--- src/rtl/serial_frame_rx.sv ---
// rtl/serial_frame_rx.sv - sync-word framed serial receiver; optional even parity via SERRX_PARITY_EN
module serial_frame_rx #(
  parameter int         DATA_W = 8,
  parameter logic [3:0] SYNC   = 4'b1011
) (
  input  logic              clk,
  input  logic              rst,
  input  logic              din,
  output logic [DATA_W-1:0] dout,
  output logic              dout_vld,
  output logic              perr,
  output logic              busy,
  output logic [7:0]        frame_cnt
);

  typedef enum logic [1:0] {HUNT, DATA, PARITY} state_t;

  localparam logic [4:0] LAST_BIT = 5'(DATA_W - 1);

  state_t            state, state_nxt;
  logic [2:0]        hist;
  logic [4:0]        cnt;
  logic [DATA_W-1:0] payload;
  logic [DATA_W-1:0] pay_shift;
  logic              sync_hit;
  logic              last_bit;
  logic              frame_done;
  logic [DATA_W-1:0] frame_word;
  logic              frame_bad;

  assign pay_shift = {payload[DATA_W-2:0], din};
  assign sync_hit  = ({hist, din} == SYNC);
  assign last_bit  = (cnt == LAST_BIT);

`ifdef SERRX_PARITY_EN
  // The parity bit arrives one edge after the payload; the frame closes there.
  assign frame_done = (state == PARITY);
  assign frame_word = payload;
  assign frame_bad  = (^payload) ^ din;
`else
  // The frame closes on the last payload bit; the word includes that bit.
  assign frame_done = (state == DATA) && last_bit;
  assign frame_word = pay_shift;
  assign frame_bad  = 1'b0;
`endif

  // State register; reset wins over any sync match or frame completion.
  always_ff @(posedge clk) begin
    if (rst) state <= HUNT;
    else     state <= state_nxt;
  end

  // Next-state decode: hunt for sync, count payload bits, optional parity bit.
  always_comb begin
    state_nxt = state;
    case (state)
      HUNT:   if (sync_hit) state_nxt = DATA;
      DATA: begin
        if (last_bit) begin
`ifdef SERRX_PARITY_EN
          state_nxt = PARITY;
`else
          state_nxt = HUNT;
`endif
        end
      end
      PARITY: state_nxt = HUNT;
      default: state_nxt = HUNT;
    endcase
  end

  // Datapath: sync history, bit counter, payload shifter and registered outputs.
  always_ff @(posedge clk) begin
    if (rst) begin
      hist      <= '0;
      cnt       <= '0;
      payload   <= '0;
      dout      <= '0;
      dout_vld  <= 1'b0;
      perr      <= 1'b0;
      busy      <= 1'b0;
      frame_cnt <= '0;
    end else begin
      dout_vld <= 1'b0;
      perr     <= 1'b0;
      busy     <= (state_nxt != HUNT);

      if (state == HUNT) begin
        // Bits inside a frame never feed sync detection, so history restarts empty.
        hist <= sync_hit ? 3'b000 : {hist[1:0], din};
        cnt  <= '0;
      end else begin
        hist <= '0;
      end

      if (state == DATA) begin
        payload <= pay_shift;
        cnt     <= cnt + 5'd1;
      end

      if (frame_done) begin
        dout     <= frame_word;
        dout_vld <= 1'b1;
        perr     <= frame_bad;
        if (!frame_bad) frame_cnt <= frame_cnt + 8'd1;
      end
    end
  end

endmodule

--- config.mk ---
export PLATFORM = sky130hd
export DESIGN_NAME = serial_frame_rx
export DESIGN_NICKNAME = d
export VERILOG_FILES = /design/src/rtl/serial_frame_rx.sv
export SDC_FILE = /design/constraint.sdc
export NUM_CORES = 1
export LEC_CHECK = 0
export BUFFER_PORTS_ARGS = -buffer_cell sky130_fd_sc_hd__buf_4
export CAP_MARGIN = 20
export CORE_MARGIN = 5
export CORE_UTILIZATION = 54
export CTS_CLUSTER_DIAMETER = 150
export DETAILED_ROUTE_END_ITERATION = 16
export PLACE_DENSITY = 0.8
export REMOVE_ABC_BUFFERS = 1
export SKIP_CTS_REPAIR_TIMING = 1
export SYNTH_ARGS = -nofsm -noshare
export SYNTH_HDL_FRONTEND = slang
export SYNTH_SLANG_ARGS = --single-unit
--- constraint.sdc ---
create_clock -name clk -period 1.81 [get_ports clk]
set_input_delay 0.181 -clock clk [delete_from_list [all_inputs] [get_ports clk]]
set_output_delay 0.181 -clock clk [all_outputs]
set_load 0.1 [all_outputs]
; Word-level counts from Yosys, hierarchy flattened
; Cells that the tools add are included.
[totals]
output_inout_bits = 19
input_bits = 3
reg_bits = 35
word_cells = 25
[classes]
bitwise = 1
mux = 6
eq_ne = 3
reduce_logical = 5
addsub = 2
[op_table]
columns = op, count
row1 = $mux 5, 2
row2 = $add 8x1->8 const B, 1
row3 = $add 5x1->5 const B, 1
row4 = $eq 5x3->1 const B, 1
row5 = $eq 4x4->1 const B, 1
row6 = $mux 2, 2
row7 = $pmux 2 s2, 1
row8 = $reduce_bool 2->1, 2
row9 = $reduce_or 3->1, 1
row10 = $eq 2x1->1 const B, 1
row11 = $logic_not 2->1, 1
row12 = $logic_and 1x1->1, 1
row13 = $mux 1, 1
row14 = $not 1->1, 1

; Longest topological paths before layout
[logic_depth]
word_depth = 4
depth_mapped = 5
ltp_nobuf = 4

; Worst setup path before layout
; No wires, ideal clock.
[synth_path]
path_type = register to register
from = register frame_cnt[0]
to = register frame_cnt[4]
synth_period_minus_slack_ns = 2.051
path_slack_ns = -0.241
stages_incl_launch_ff = 5
setup_ns = 0.070
required_time_ns = 1.740
arrival_time_ns = 1.980
path_cell_list = dfxtp_1 -> ha_1 -> inv_1 -> or4_1 -> a21oi_1
[synth_between]
elab_chain_cells = 1
[synth_lines]
columns = element, line
row1 = from (decl), 13  ; output logic [7:0] frame_cnt
row2 = from (signal assigned), 105  ; if (!frame_bad) frame_cnt <= frame_cnt + 8'd1;
row3 = $add 8x1->8, 105
; Every way passes these cells.
; A chain may end at the register's enable or synchronous reset.

; Final worst setup path
[layout_path]
from = register cnt[0]
to = register frame_cnt[5]
[layout_between]
elab_chain_cells = 2
[layout_lines]
columns = element, line
row1 = from (decl), 22  ; logic [4:0] cnt;
row2 = from (signal assigned), 98  ; cnt <= cnt + 5'd1;
row3 = $eq 5x3->1, 33  ; assign last_bit = (cnt == LAST_BIT);
row4 = $logic_and 1x1->1, 42  ; assign frame_done = (state == DATA) && last_bit;
; Every way passes these cells.

==> results.ini <==
[layout]
fin_util_pct = 65.3
fin_nets = 180
drive_gt1_share_pct = 18.8
antenna_cells = 0
syn_to_final_growth_pct = 15.6

[timing]
max_slew.worst_pin.slew_ps = 538
period_needed_ps = 1640
hold_viol_final = 0
rsz0062_at_grt = false
maxSlewViolCount = 0
maxSlewHeadroom_pct = 64.0
setup_viol = 0
fmax_ghz = 0.609
setup_slack_ps = 167
clock_skew_ps = 13.9
post-route-period-util_pct = 90.8

[die]
die_y_um = 61.1
die-area_um2 = 3740
core_area_um2 = 2500
start_util_pct = 56.5
ios = 22
rows = 18
die_w_um = 61.1

[critical_path]
cp.required_ps = 2080
path_max_fanout = 7
critPathArrivalTime_ps = 1920
crit_path_end_kind = flop
criticalPathCategory = flop to flop
start_kind = flop

[drt]
ant_nets = 0
drt_pass1_iterations = 4
avgRoutedWirePerCell_um = 14.2
viasPerCell = 5.71
drt-initial-drc-count = 54
remaining_drc_errors = 0
via_count = 1177
routed_wl_um = 2920

[min_path]
min_path_type = primary input to flop

[global_route]
overflow = 0
grt_pass1_vias = 1077
grt_max_degree = 33
grt_antenna_before_repair = 0
grt_busiest_layer = met2
globalRouteMet2Util_pct = 27.6
met3_usage_pct = 6.92
grt_first_pass_wirelength_um = 4800
grt_use_met1_pct = 21.9
grtUsageTotal_pct = 17.2

[logic_synthesis]
synth-edff-count = 0
synth_top_cell_by_area = dfxtp_1
ys_top_cells_by_count = dfxtp_1, a21oi_1, nand2_1, nand3_1, o21ai_0
synthArstFlopShare_pct = 0
syn_avg_cell_area_um2 = 9.05
synth-warning-count = 0
synthesis.instances = 156
synth_top_area_share_pct = 49.6
synth_cell_type_count = 37
synth_area_um2 = 1410
ys.flop_type = dfxtp_1
ys_seq_area_share_pct = 49.6
yosys.cell_count.top_type = dfxtp_1
ys_ff_latch = 35
synth.area.top_cells = dfxtp_1, a21oi_1, nand3_1

[clock_tree]
cts-root-buf = clkbuf_4
clock_sinks = 35
cts_buffer_depth = 2
cts_buffers = 5
clk_pin_slew_worst_paths_ps = 110
clock_latency_ps = 340
ctsHtreeMaxLevel = 2
cts_tree = built

[place]
dp_hpwl_um = 2070
routabilityCongestion = 0.866
pre_cts_ws_ps = 178
numPortBuffers = 20

[pwr]
ir_drop_v = 0.000535
p_leak_nw = 0.577
power_density_nw_per_um2 = 789

[run_status]
outcome = complete, no violations

[run]
maxCapViolCount = 0

==> sequential cells by signal (all words and copies together), names as in the netlist <==
| name | cells |
|---|---|
| state | 2 |
| cnt | 5 |
| dout | 8 |
| busy | 1 |
| dout_vld | 1 |
| payload | 7 |
| hist | 3 |
| frame_cnt | 8 |
==> layer usage <==
layer	part of all wire, %	up-vias
li1	-	594
met1	46	552
met2	48	25
met3	5.7	6
met4	0.93	0
met5	0	-
==> worst max-delay path, stage by stage, from the launching register on <==
cell      delay, ps
dfxtp_1         380
ha_1            290
nand4b_1        240
or4_1           510
a21oi_1         160
==> final cells by class <==
cell class                 count  area, um^2
tap                           30        37.5
sequential                    35         701
clock buffer                   8        68.8
multi-input combinational    106         641
timing repair buffer          22         165
fill                         213         868
inverter                       5        18.8
==> report_power, final <==
part	switching, mW	total [mW]	internal [mW]
logic	0.0238	0.0309	0.00709
registers	0.00436	0.777	0.772
clock network	0.251	0.480	0.229
==> cell families after synthesis <==
kind of cell	Yosys count	synth area share [%]
buffers and inverters	16	5.23
DFF	35	49.6
muxes	2	1.51
other	1	0.266
xor gates and xnor gates	3	1.86
and+or+nand+nor	55	22.6
AOI/OAI and AO/OA	42	17.1
adders and majority gates	2	1.77
==> per-stage QoR <==
step / std cells / power [mW] / area, um^2 / hold slack, ps / TNS, ps
floorplan: 146 / 0.808 / 1360 / 250 / -748
global placement: 198 / 0.824 / 1560 / 440 / 0
detailed placement: 198 / 0.825 / 1560 / 447 / 0
CTS: 206 / 1.29 / 1630 / 99.9 / 0
global route: 206 / 1.34 / 1630 / 92.9 / 0
finish: 206 / 1.29 / 1630 / 111 / 0
==> path summary, 6_finish.rpt <==
path	from	endpoint	slack, ps	depth (start not counted)
worst min-delay path	din	hist[0]	110	2
worst max-delay path	cnt[0]	frame_cnt[5]	170	4
worst min register to register	hist[1]	hist[2]	460	2
worst max register to register	cnt[0]	frame_cnt[5]	170	4
==> placed cells by master, fill, tap and decap left out, types with 3 or more instances in the layout <==
master	n
dfxtp_1	35
buf_4	22
a21oi_1	21
nand2_1	14
nand3_1	11
o21ai_0	11
nor2_1	7
inv_1	5
clkbuf_4	5
nand4b_1	4
o31ai_1	4
nor2b_1	3
or4_1	3
(Power assumes the default switching activity.)
